## config.mk

```make
export PLATFORM = sky130hd
export DESIGN_NAME = vending_machine_fsm
export DESIGN_NICKNAME = d
export VERILOG_FILES = /design/src/rtl/vending_pkg.sv /design/src/rtl/vending_machine_fsm.sv
export SDC_FILE = /design/constraint.sdc
export NUM_CORES = 1
export LEC_CHECK = 0
export BUFFER_PORTS_ARGS = -buffer_cell sky130_fd_sc_hd__buf_2
export CAP_MARGIN = 30
export CORE_ASPECT_RATIO = 0.7
export CORE_UTILIZATION = 40
export DETAILED_ROUTE_END_ITERATION = 8
export PLACE_DENSITY_LB_ADDON = 0.1
export SETUP_SLACK_MARGIN = 0.1
export SYNTH_ARGS = -nofsm -noshare
export SYNTH_HDL_FRONTEND = slang
export SYNTH_SLANG_ARGS = --single-unit
```

## constraint.sdc

```tcl
create_clock -name clk -period 4.96 [get_ports clk]
set_input_delay 0 -clock clk [delete_from_list [all_inputs] [get_ports clk]]
set_output_delay 0 -clock clk [all_outputs]
set_load 0.005 [all_outputs]
```

## src/rtl/vending_pkg.sv

```systemverilog
`default_nettype none
// ============================================================================
//  Module      : vending_pkg
//  Description : Shared types and constants for the two-product beverage
//                vending controller: state codes, coin values, prices and
//                product codes, plus a coin validity helper.
//  Revision    : 1.0 - initial release
// ============================================================================
package vending_pkg;

    // Controller states; encoding 3 is unused
    typedef enum logic [1:0] {
        ST_IDLE    = 2'd0,
        ST_DELIVER = 2'd1,
        ST_CHANGE  = 2'd2
    } state_e;

    // Accepted coin denominations
    localparam logic [7:0] COIN_10  = 8'd10;
    localparam logic [7:0] COIN_20  = 8'd20;
    localparam logic [7:0] COIN_50  = 8'd50;
    localparam logic [7:0] COIN_100 = 8'd100;
    localparam logic [7:0] COIN_200 = 8'd200;

    // Product prices
    localparam logic [7:0] PRICE_WATER = 8'd50;
    localparam logic [7:0] PRICE_SODA  = 8'd100;

    // Product / button codes
    localparam logic [1:0] PROD_NONE  = 2'd0;
    localparam logic [1:0] PROD_WATER = 2'd1;
    localparam logic [1:0] PROD_SODA  = 2'd2;

    // True for one of the accepted denominations; zero and odd values are rejected
    function automatic logic is_valid_coin(input logic [7:0] coin);
        return coin inside {COIN_10, COIN_20, COIN_50, COIN_100, COIN_200};
    endfunction

endpackage
`default_nettype wire

```

## src/rtl/vending_machine_fsm.sv

```systemverilog
`default_nettype none
// ============================================================================
//  Module      : vending_machine_fsm
//  Description : Coin-operated two-product beverage controller. Accumulates
//                credit, vends water or soda when credit covers the price,
//                then returns the remaining credit as change. All outputs
//                are registered.
//  Revision    : 1.0 - initial release
// ============================================================================
module vending_machine_fsm
    import vending_pkg::*;
#(
    parameter int N = 3,    // cycles beverage_out is held (N >= 1)
    parameter int M = 2     // cycles change_out is held   (M >= 1)
) (
    input  logic       clk,
    input  logic       rst,            // asynchronous, active-low
    input  logic [7:0] coin_in,
    input  logic [1:0] button_in,
    output logic [7:0] change_out,
    output logic [1:0] beverage_out,
    output logic [7:0] credit,
    output logic [1:0] state
);

    localparam logic [1:0] S_IDLE    = ST_IDLE;
    localparam logic [1:0] S_DELIVER = ST_DELIVER;
    localparam logic [1:0] S_CHANGE  = ST_CHANGE;

    localparam int C_MAX_HOLD = (N > M) ? N : M;
    localparam int C_CNT_W    = $clog2(C_MAX_HOLD + 1);

    // The counter is loaded with hold-1 and the phase ends when it reads zero,
    // so a phase lasts exactly N (or M) cycles.
    localparam logic [C_CNT_W-1:0] C_N_LOAD = C_CNT_W'(N - 1);
    localparam logic [C_CNT_W-1:0] C_M_LOAD = C_CNT_W'(M - 1);
    localparam logic [C_CNT_W-1:0] C_ONE    = C_CNT_W'(1);

    logic [1:0]         r_state;
    logic [7:0]         r_credit;
    logic [7:0]         r_change;
    logic [1:0]         r_bev;
    logic [C_CNT_W-1:0] r_cnt;

    logic [8:0]         w_sum;
    logic [7:0]         w_price;
    logic               w_btn_valid;

    // Credit sum with carry for overflow detection, and price of the pressed button
    always_comb begin
        w_sum       = {1'b0, r_credit} + {1'b0, coin_in};
        w_price     = (button_in == PROD_SODA) ? PRICE_SODA : PRICE_WATER;
        w_btn_valid = (button_in == PROD_WATER) || (button_in == PROD_SODA);
    end

    // Controller state, credit, hold counter and registered outputs
    always_ff @(posedge clk or negedge rst) begin
        if (!rst) begin
            r_state  <= S_IDLE;
            r_credit <= 8'd0;
            r_change <= 8'd0;
            r_bev    <= PROD_NONE;
            r_cnt    <= '0;
        end else begin
            case (r_state)
                S_IDLE: begin
                    // A product button takes priority; a coin in the same cycle is dropped
                    if (w_btn_valid) begin
                        if (r_credit >= w_price) begin
                            r_state  <= S_DELIVER;
                            r_bev    <= button_in;
                            r_credit <= r_credit - w_price;
                            r_cnt    <= C_N_LOAD;
                        end
                    end else if (button_in == PROD_NONE && is_valid_coin(coin_in) && !w_sum[8]) begin
                        r_credit <= w_sum[7:0];
                    end
                end
                S_DELIVER: begin
                    if (r_cnt != '0) begin
                        r_cnt <= r_cnt - C_ONE;
                    end else begin
                        r_bev <= PROD_NONE;
                        if (r_credit != 8'd0) begin
                            r_state  <= S_CHANGE;
                            r_change <= r_credit;
                            r_cnt    <= C_M_LOAD;
                        end else begin
                            r_state <= S_IDLE;
                        end
                    end
                end
                S_CHANGE: begin
                    if (r_cnt != '0) begin
                        r_cnt <= r_cnt - C_ONE;
                    end else begin
                        r_change <= 8'd0;
                        r_credit <= 8'd0;
                        r_state  <= S_IDLE;
                    end
                end
                default: begin
                    // Unused encoding recovers to a quiet IDLE
                    r_state  <= S_IDLE;
                    r_bev    <= PROD_NONE;
                    r_change <= 8'd0;
                    r_cnt    <= '0;
                end
            endcase
        end
    end

    assign state        = r_state;
    assign credit       = r_credit;
    assign change_out   = r_change;
    assign beverage_out = r_bev;

endmodule
`default_nettype wire

```

==> impl_metrics.py <==
metrics = {
    "cells_and_area": {
        "drive_gt1_frac": 0.235,
        "final_cells": 276,
        "area_delta_synth_final_pct": 15.2,
        "multiInputGateArea_sq_um": 1170,
        "final_cell_mix": "31 x buf_2, 22 x dfrtp_1, 16 x ha_1",
        "seq_area_sq_um": 551,
        "antennaDiodeCount": 0,
        "layout_commonest_cell": "buf_2",
        "n_fill_cell": 427,
        "nets": 252,
    },
    "sta": {
        "tightest_slew_ns": 0.535,
        "setup-tns-final_ns": 0,
        "max-slew-margin-rel": 0.643,
        "slew_viol_final": 0,
        "fin_crit_sh": 0.460,
        "hold_viol_final": 0,
        "setup_viol": 0,
        "min_period_ns": 2.28,
        "grt_setup_unrepaired": "no",
        "max_freq_mhz": 438,
        "fin_hold_ws_ns": 0.0447,
        "skew_ns": 0.00606,
    },
    "grt": {
        "track_usage": 0.200,
        "grt_pass1_vias": 1534,
        "antenna_found_initial": 0,
        "grt_pass1_wl_microns": 7270,
        "overflow": 0,
        "grt_max_degree": 23,
    },
    "place": {
        "portBuffers": 31,
        "dp.cells": 271,
        "gp_congestion": 0.886,
        "dp_hpwl_microns": 3390,
    },
    "worst_setup_path": {
        "slowest_delay_ns": 0.48,
        "critPathArrivalTime_ns": 2.47,
        "critical_path.top_delay_family": "compound AO/OA/AOI/OAI gates",
        "worstPathRequired_ns": 5.15,
        "path_class": "reg -> reg",
        "crit_path_start_kind": "flip-flop",
        "path_buf_inv": 2,
        "crit_fanout": 6,
        "path_cells": "inv_1 > ha_1 > inv_1 > fa_1 > or2_2 > a21oi_1 > o21bai_1 > o21ai_0 > a21oi_1 > o22ai_2",
        "cpMaxStageDelayCell": "dfrtp_1",
        "crit_path_end_kind": "flip-flop",
    },
    "clock_network": {
        "cts_setup_buffers": 0,
        "clock_latency_ns": 0.27,
        "cts_buffers": 3,
        "clockBufferDepth": 2,
        "tritoncts": "yes",
        "cts.sinks": 22,
        "root_buffer": "clkbuf_8",
        "h-tree-depth": 1,
        "clk_pin_slew_ns": 0.08,
    },
    "detailed_routing": {
        "drt-vias-per-instance": 5.63,
        "drt_first_pass_iters": 4,
        "wl_microns": 4310,
        "antenna_left": 0,
        "vias": 1553,
        "wire_per_inst_microns": 15.6,
        "drcViolationCount": 0,
        "first_iter_violations": 106,
    },
    "die": {
        "die-height_microns": 58.3,
        "initial_core_util": 0.418,
        "rows": 20,
        "core_sq_um": 4330,
        "die-area_sq_um": 4800,
        "ioPinCount": 32,
        "die_x_microns": 82.4,
    },
    "synth": {
        "ys_warn_count": 0,
        "synthArstFlopShare": 1.00,
        "synth.avg_cell_area_sq_um": 9.52,
        "synth_top_area_cell": "dfrtp_1",
        "synth-xor-area-share": 0.0290,
        "synth_ff_type": "dfrtp_1",
        "synthTopCellsByArea": "dfrtp_1 30%, ha_1 11%, a22o_1 3.9%, a21o_1 3.3%, inv_1 2.9%",
        "synth_cell_types": 54,
        "synth_top_area_share": 0.304,
        "synthSimpleGateAreaFrac": 0.161,
        "yosysSeqAreaShare": 0.304,
        "syn_nets": 220,
        "synth-seq-cells": 22,
        "synth_cells": 190,
        "synth_compound_area_frac": 0.320,
        "synth_edf_count": 0,
        "synth_fa_ha_area_frac": 0.133,
        "syn_area_sq_um": 1810,
        "muxShareOfSynthArea": 0.00553,
        "synth_top_family_by_area": "compound AO/OA/AOI/OAI gates",
    },
    "job": {
        "drv_cap": 0,
    },
    "status": {
        "status": "completed",
    },
    "pwr": {
        "p_per_area_nw_per_um2": 563,
        "vdd_drop_max_v": 0.000246,
        "power_leakage_nw": 1.01,
    },
    "worst_hold_path": {
        "hold_class": "in -> reg",
    },
}
## Yosys cell counts, drive strengths merged, types with 5 or more instances
library cell,count
a21o,8
a21oi,12
a22o,8
buf,5
dfrtp,22
ha,16
inv,14
nand2,11
nor2,14
o21ai,13
o22ai,5
## sequential cells by signal (all words and copies together), names as in the netlist
name          flops
change_out        8
r_cnt             2
credit            8
state             2
beverage_out      2
## final timing paths
| kind | from | endpoint | slack [ns] | cells past startpoint |
|---|---|---|---|---|
| min | button_in[0] | beverage_out[0]$_DFFE_PN0P_ | 0.04 | 3 |
| max reg2reg | credit[1]$_DFFE_PN0P_ | credit[7]$_DFFE_PN0P_ | 2.68 | 10 |
| min reg2reg | change_out[2]$_DFFE_PN0P_ | change_out[2]$_DFFE_PN0P_ | 0.50 | 1 |
| max in group asynchronous | rst | r_cnt[1]$_DFFE_PN0P_ | 4.39 | 2 |
| min in group asynchronous | rst | change_out[3]$_DFFE_PN0P_ | 0.23 | 2 |
| max | credit[1]$_DFFE_PN0P_ | credit[7]$_DFFE_PN0P_ | 2.68 | 10 |
## power by group
part	internal [W]	switching [W]
combinational	0.000310	0.000349
sequential	0.000243	0.000103
clock	0.000108	0.0000605
## through the flow
step | power, W | worst slack, ns | area, sq um | util
after floorplan | 0.000827 | 2.92 | 1810 | -
after global placement | 0.000997 | 2.66 | 2000 | 0.463
after detailed placement | 0.00100 | 2.67 | 2000 | 0.463
after CTS | 0.00118 | 2.65 | 2080 | 0.482
after global routing | 0.00128 | 2.48 | 2080 | 0.482
final | 0.00117 | 2.68 | 2080 | 0.482
## cell type report
| cell class | count | share of cell area |
|---|---|---|
| inverter | 15 | 0.0270 |
| tap | 55 | 0.0330 |
| clock inverter | 1 | 0.0144 |
| sequential | 22 | 0.264 |
| timing repair buffer | 32 | 0.0792 |
| multi-input combinational | 148 | 0.562 |
| clock buffer | 3 | 0.0198 |
## kinds of logic (layout without fill, tap and decap cells)
family	after synthesis	count (layout)
compound gates	72	72
simple gates	51	51
flops	22	22
buf+inv	20	51
fa+ha+maj	18	18
xor+xnor	6	6
mux	1	1
## per-layer routing
metal  share of wire  routed length, microns  GRT usage  vias up
met3           0.048                     208     0.0394        0
li1                -                       -          -      770
met5               0                       0          0        -
met4               0                       0     0.0150        0
met1            0.54                    2320      0.305      746
met2            0.41                    1780      0.302       37
## worst min-delay path, stage by stage
cell,delay [ns]
buf_2,0.09
a22oi_1,0.07
o21ai_1,0.11
## what timing repair did
action | in CTS | in global routing
hold endpoints to repair | 22 | 0
hold buffers | 1 | 0
resized for setup | 0 | 0
(Power assumes the default switching activity.)
